`src/rtl/mux_pkg.sv`:
```
// Shared constants and helpers for the registered select mux (mux_pipe_n).
package mux_pkg;

    localparam int ERR_CNT_W = 8;
    localparam logic [ERR_CNT_W-1:0] ERR_CNT_MAX = 8'hFF;

    // Select width for a channel count; never below 1 so a 2-way mux still has a select bit.
    function automatic int clog2(input int value);
        int result;
        result = 1;
        for (int i = 1; i < 31; i++) begin
            if ((1 << i) < value) result = i + 1;
        end
        return result;
    endfunction

endpackage

```
`src/rtl/skid_reg.sv`:
```
// One-entry holding register (data plus valid flag) used behind the mux output
// register when MUX_PIPE_SKID_EN is defined; absent from the default build.
`ifdef MUX_PIPE_SKID_EN
module skid_reg #(
    parameter int WIDTH = 33
) (
    input  logic             clk,
    input  logic             clrn,
    input  logic             load,
    input  logic             unload,
    input  logic [WIDTH-1:0] d,
    output logic             valid,
    output logic [WIDTH-1:0] q
);

    always_ff @(posedge clk or negedge clrn) begin
        if (!clrn) begin
            valid <= 1'b0;
            q     <= '0;
        end else if (load) begin
            valid <= 1'b1;
            q     <= d;
        end else if (unload) begin
            valid <= 1'b0;
        end
    end

endmodule
`endif

```
`src/rtl/mux_pipe_n.sv`:
```
// N-way, W-bit registered select mux with valid/ready handshake and a saturating
// out-of-range select counter. Define MUX_PIPE_SKID_EN to add a one-entry skid register.
module mux_pipe_n
    import mux_pkg::*;
#(
    parameter int N     = 8,
    parameter int W     = 32,
    parameter int SEL_W = clog2(N)
) (
    input  logic                 clk,
    input  logic                 clrn,
    input  logic                 in_valid,
    output logic                 in_ready,
    input  logic [N*W-1:0]       in_data,
    input  logic [SEL_W-1:0]     in_sel,
    output logic                 out_valid,
    input  logic                 out_ready,
    output logic [W-1:0]         out_data,
    output logic                 out_err,
    output logic [ERR_CNT_W-1:0] err_cnt
);

    // Handshake: a transfer happens on a side exactly when valid && ready are both high
    // at a rising edge; a producer holds its payload while valid is high and ready is low.
    logic [W-1:0] sel_word;
    logic         sel_bad;
    logic         accept;

    always_comb begin
        sel_word = '0;
        sel_bad  = (32'(in_sel) >= N);
        for (int k = 0; k < N; k++) begin
            if (32'(in_sel) == k) sel_word = in_data[k*W +: W];
        end
    end

    assign accept = in_valid && in_ready;

    always_ff @(posedge clk or negedge clrn) begin
        if (!clrn) begin
            err_cnt <= '0;
        end else if (accept && sel_bad && (err_cnt != ERR_CNT_MAX)) begin
            err_cnt <= err_cnt + 1'b1;
        end
    end

`ifdef MUX_PIPE_SKID_EN
    logic         out_free;
    logic         skid_valid;
    logic [W:0]   skid_q;
    logic         skid_load;
    logic         skid_unload;

    // in_ready comes only from the skid flag, breaking the combinational path from out_ready.
    assign in_ready    = !skid_valid;
    assign out_free    = !out_valid || out_ready;
    assign skid_load   = accept && !out_free;
    assign skid_unload = skid_valid && out_free;

    skid_reg #(
        .WIDTH(W + 1)
    ) u_skid (
        .clk   (clk),
        .clrn  (clrn),
        .load  (skid_load),
        .unload(skid_unload),
        .d     ({sel_bad, sel_word}),
        .valid (skid_valid),
        .q     (skid_q)
    );

    always_ff @(posedge clk or negedge clrn) begin
        if (!clrn) begin
            out_valid <= 1'b0;
            out_data  <= '0;
            out_err   <= 1'b0;
        end else if (out_free) begin
            if (skid_valid) begin
                out_valid <= 1'b1;
                out_err   <= skid_q[W];
                out_data  <= skid_q[W-1:0];
            end else if (accept) begin
                out_valid <= 1'b1;
                out_err   <= sel_bad;
                out_data  <= sel_word;
            end else begin
                out_valid <= 1'b0;
            end
        end
    end
`else
    assign in_ready = !out_valid || out_ready;

    always_ff @(posedge clk or negedge clrn) begin
        if (!clrn) begin
            out_valid <= 1'b0;
            out_data  <= '0;
            out_err   <= 1'b0;
        end else if (accept) begin
            out_valid <= 1'b1;
            out_err   <= sel_bad;
            out_data  <= sel_word;
        end else if (out_ready) begin
            out_valid <= 1'b0;
        end
    end
`endif

endmodule

```
`config.mk`:
```
export PLATFORM = sky130hd
export DESIGN_NAME = mux_pipe_n
export DESIGN_NICKNAME = d
export VERILOG_FILES = /design/src/rtl/mux_pkg.sv /design/src/rtl/skid_reg.sv /design/src/rtl/mux_pipe_n.sv
export SDC_FILE = /design/constraint.sdc
export NUM_CORES = 1
export LEC_CHECK = 0
export BUFFER_PORTS_ARGS = -buffer_cell sky130_fd_sc_hd__buf_2
export CAP_MARGIN = 20
export CORE_AREA = 2 2 117 119
export CTS_CLUSTER_SIZE = 20
export DETAILED_ROUTE_END_ITERATION = 12
export DIE_AREA = 0 0 119 121
export GPL_TIMING_DRIVEN = 0
export SLEW_MARGIN = 20
export SYNTH_ARGS = -nofsm -noshare
export SYNTH_HDL_FRONTEND = slang
export SYNTH_SLANG_ARGS = --single-unit
```
`constraint.sdc`:
```
create_clock -name clk -period 2 [get_ports clk]
set_clock_uncertainty 0.2 [all_clocks]
set_input_delay 0.2 -clock clk [delete_from_list [all_inputs] [get_ports clk]]
set_output_delay 0.2 -clock clk [all_outputs]
set_load 0.1 [all_outputs]
```
Yosys cells after proc, flatten, opt, wreduce, memory -nomap -nowiden
Cells that the tools add are included.
Word-level totals
  register bits after elaboration: 33
  output and inout bits: 43
  word-level logic and storage cells: 24
Cells by class
  eq/ne operators: 7
  muxes and demuxes: 10
  reduce and logical (&&, ||, !) cells: 5
Operators with widths (number)
  32-bit two-way mux: 8
  3-bit == test, second input constant: 4
  3-bit by 2-bit == test with 1-bit output, second input constant: 2
  3-bit by 1-bit == test with 1-bit output, second input constant: 1
  3-bit zero test: 1
  1-bit two-way mux: 2
  2-bit nonzero test: 1
  1-bit logical AND: 1
  1-bit zero test: 1
  1-bit logical OR: 1

Longest topological paths before layout
  word-level depth: 9
  depth in mapped cells: 8
  depth with buffers taken out: 5

Worst setup path after synthesis
Ideal clock, no wire load.
  kind: flip-flop to flip-flop
  from: register out_valid
  to: register out_data[16]
  setup time: 0.126 ns
  data arrival time: 2.483 ns
  data required time: 1.674 ns
  setup slack: -0.809 ns
  stages on the path, launching flop included: 8
  buffers on the path: 2
  cells stage by stage: dfrtp_1 nand2b_4 and2_4 buf_6 and3_1 buf_2 a22o_1 a311o_1
On the way
  cells in the longest elaborated chain, start to end: 3
Ends and longest elaborated chain
  start: declaration: RTL line mux_pipe_n.sv:16  | output logic out_valid,
  start signal: assignment: RTL line mux_pipe_n.sv:96  | out_valid <= 1'b0;
  start signal: assignment: RTL line mux_pipe_n.sv:100  | out_valid <= 1'b1;
  start signal: assignment: RTL line mux_pipe_n.sv:104  | out_valid <= 1'b0;
  1-bit zero test: RTL line mux_pipe_n.sv:92  | assign in_ready = !out_valid || out_ready;
  1-bit logical OR: RTL line mux_pipe_n.sv:92
  net in_ready: RTL line mux_pipe_n.sv:13  | output logic in_ready,
  1-bit logical AND: RTL line mux_pipe_n.sv:37  | assign accept = in_valid && in_ready;
  end signal: assignment: RTL line mux_pipe_n.sv:102  | out_data <= sel_word;
  end: declaration: RTL line mux_pipe_n.sv:18  | output logic [W-1:0] out_data,
The timed path passes the listed nets, and every way through them passes these cells.
A chain may end at the register's enable or synchronous reset.

Final worst setup path
  from: input in_sel[2]
  to: register out_data[25]
On the way
  cells in the longest elaborated chain, start to end: 9
  elaborated cells between the ends (all ways): 16
  those cells by class: 7 x eq/ne; 8 x mux; 1 x reduce/logical
Ends and longest elaborated chain
  start: declaration: RTL line mux_pipe_n.sv:15  | input logic [SEL_W-1:0] in_sel,
  3-bit zero test: RTL line mux_pipe_n.sv:33  | if (32'(in_sel) == k) sel_word = in_data[k*W +: W];
  32-bit two-way mux (7 in series): RTL line mux_pipe_n.sv:33
  32-bit two-way mux (*): RTL line mux_pipe_n.sv:33
Mark *: on every way between the ends. The rest lies on a longest branch, timed or not.

==> metrics.txt <==
initial antenna violation count 0; sequential share of power 22.6%; H-tree Lvls 2; post-route setup TNS 0 ns; Logic pwr share 56.8%; max cap viols 0; pin count of the biggest net entering global routing 34; CP top delay family buffers and inverters; PortBufs 295; internal cell power 0.001903 W; Hold EP out_valid; TritonCTS buffer count 5; r2r setup slk 0.12 ns; hold path cells 3; Die Span Y 121 microns; Req. time, crit path 1.96 ns; crit end category flip-flop; worst path bufs/invs 4; slowest CP cell clkbuf_1; design area 5652 sq um; FMAX 527.5 MHz; Vias/cell 5.107; CP peak stage delay 0.58 ns; Post-Place Cells 922; fin crit share 94.79%; Placed Area 5334 sq um; Die X 119 microns; drt initial violations 310; DR pass1 iterations 5; Slew HR 44.73%; CTS sink count 33; std cell rows 42; GRT Total Usage 23.69%; R2R Path Start out_valid; Post-Layout Cell Count 946; Leak 2.840 nW; top cell type by total area after synthesis dfrtp_1; Post-DP HPWL 14.26 mm; Final Setup Violations 0; Post-Syn Area 3572 sq um; first-pass GRT wire length 26.28 mm; Sw Share 49.76%; Worst VDD drop 341.1 uV; CP Data Arrival Time 1.86 ns; Worst R2R Path Depth 5; hold wc startpoint out_ready; Worst-Skew Late Latency 0.28 ns; CTS root buffer clkbuf_16; Layout Utilization 43.19%; Syn. warnings 0; Synth cell types 38; Ports 306; Gate Count Post-Synth 443; Clock Path Buffers 2; Starting Density 27.30%; worst hold path type in2reg; Critical Path Start Type input port; layout cells sized above 1 48.96%; Hold Violations, Final 0; Die ar. 14400 sq um; Place WS -0.1913 ns; DRC violations left 0; Sw Pwr 0.001885 W; post-synthesis average cell area 8.064 sq um; Tmin final 1.896 ns; core area 13090 sq um; Worst Setup Path Type in2reg; post-route ant nets 0; Clock Pin Slew Worst Setup and Hold Paths 0.06 ns; routed vias 4831; slew at the pin with the worst max-slew slack 0.8290 ns; critical path's most frequent cell buf_2; Seq/Total Area, Yosys 23.12%; PD cells 670.3 nW/um^2; vias in the first global route 4671; drt wl/cell 18.61 microns; crit path cell chain buf_2 > clkbuf_2 > buf_2 > clkbuf_1 > a211oi_1 > a311o_1; Yosys top cell area share 23.12%; synth-to-layout area growth 58.21%; CTS tree done; status complete, no violations; diodes inserted 0; grt ovf 0; r2r endpoint out_data[13]; Seq cells post-synth 33; setup ws final 0.1042 ns; detailed-route wire length 17.60 mm; Max Slew Vio Count 0; crit-path max FO 10; RSZ-0062 raised after global routing no; Nets 1033; GPL Wtd Cong 0.8457; Area contributors post-synth dfrtp_1 23%, mux2i_1 11%, o21ai_0 8.5%, nor2_1 5.9%, mux4_2 5.0%; cell depth of the worst setup path 6; Clk pwr share 20.7%
## per-layer routing
| layer | share of wire, % | global-route usage [%] | vias to the layer above |
|---|---|---|---|
| li1 | - | - | 2306 |
| met1 | 42 | 30.63 | 2233 |
| met2 | 48 | 40.84 | 266 |
| met3 | 7.7 | 3.242 | 26 |
| met4 | 2.0 | 7.589 | 0 |
| met5 | 0 | 0 | - |
## logic make-up (layout without fill, tap and decap cells)
kind of cell | count (synthesis) | in the layout | synth area share, %
AOI/OAI and AO/OA | 182 | 182 | 33.27
and+or+nand+nor | 101 | 101 | 13.63
buffers and inverters | 66 | 385 | 9.877
muxes | 60 | 60 | 20.00
DFF | 33 | 33 | 23.12
other | 1 | 9 | 0.1050
## timing repair
action,4_1_cts,5_1_grt
hold buffers,17,0
setup buffers,0,0
endpoints found under the hold margin,49,0
resized for setup,1,3
setup endpoints to repair,2,10
## flip-flops by register name, summed over array words and instances (netlist names)
| register | flops |
|---|---|
| out_data | 32 |
| out_valid | 1 |
## placed cells by master, fill, tap and decap left out, drive strengths merged
cell / instances
buf: 328
o21ai: 64
nor2: 56
mux2i: 41
dfrtp: 33
a21oi: 32
clkbuf: 30
o22ai: 21
a22o: 20
nand2: 18
dlygate4sd3: 17
mux2: 11
o211ai: 11
o221a: 11
inv: 10
a211oi: 10
a311o: 10
conb: 9
mux4: 8
nand2b: 5
nor2b: 3
nand3: 3
and3b: 3
nor3: 2
nor4bb: 2
and4b: 2
nor4: 2
a31oi: 2
and2: 2
nor3b: 1
a21boi: 1
and3: 1
or2: 1
## tightest hold or removal path: stages
cell and delay [ns]:
buf_2 0.07, nand2b_4 0.12, nand2b_1 0.06
## stage by stage
step / hold slack [ns] / total power (W)
final: 0.003401 / 0.003788
after global routing: 0.03394 / 0.003952
after CTS: 0.0009041 / 0.003805
after detailed placement: 0.1520 / 0.002982
after global placement: 0.1485 / 0.002974
after floorplan: -0.2956 / 0.002390
## synth_stat cells
library cell   n
mux2_2        11
inv_1         10
nand2b_1       4
o22ai_1       21
nor2_1        56
dfrtp_1       33
and2_1         1
nand2_1       18
nand3_1        3
and3b_1        3
clkbuf_2       1
buf_4         12
mux4_2         8
nor3_1         2
and3_1         1
o221a_2       11
a22o_1        20
o21ai_0       61
and2_4         1
nor2b_1        3
o21ai_1        3
nor3b_1        1
a21boi_0       1
a211oi_1      10
clkbuf_1      21
o211ai_1      11
mux2i_1       41
and4b_1        2
or2_2          1
a311o_1       10
buf_6          5
nor4_2         2
buf_2         17
a31oi_1        2
nor4bb_1       2
conb_1         1
nand2b_4       1
a21oi_1       32
## worst max-delay path by stage
stage / startpoint / to / slack (ns)
floorplan: out_valid / out_data[16] / -0.24
global placement: in_sel[0] / out_data[19] / -0.21
detailed placement: in_sel[0] / out_data[19] / -0.19
CTS: out_valid / out_data[25] / 0.07
global route: out_valid / out_data[10] / 0.0003
finish: in_sel[2] / out_data[25] / 0.10
## layout make-up
| cell class | instances | area, sq um |
|---|---|---|
| Multi-Input combinational cell | 352 | 2429 |
| Timing Repair Buffer | 312 | 1647 |
| Sequential cell | 33 | 829.5 |
| Tap cell | 176 | 220.2 |
| Fill cell | 1389 | 7433 |
| Clock buffer | 7 | 142.6 |
| Inverter | 10 | 37.54 |
| Buffer | 56 | 346.6 |
## power by group through the flow
| stage | Sequential, W | Combinational [W] | Clock (W) |
|---|---|---|---|
| 2_1_floorplan | 0.00174 | 0.000652 | 0 |
| 3_3_place_gp | 0.000861 | 0.00211 | 0 |
| 3_5_place_dp | 0.000862 | 0.00212 | 0 |
| 4_1_cts | 0.000852 | 0.00215 | 0.000802 |
| 5_1_grt | 0.000867 | 0.00226 | 0.000823 |
| 6_report | 0.000854 | 0.00215 | 0.000783 |
No activity file was read; power rests on OpenSTA's default activity.
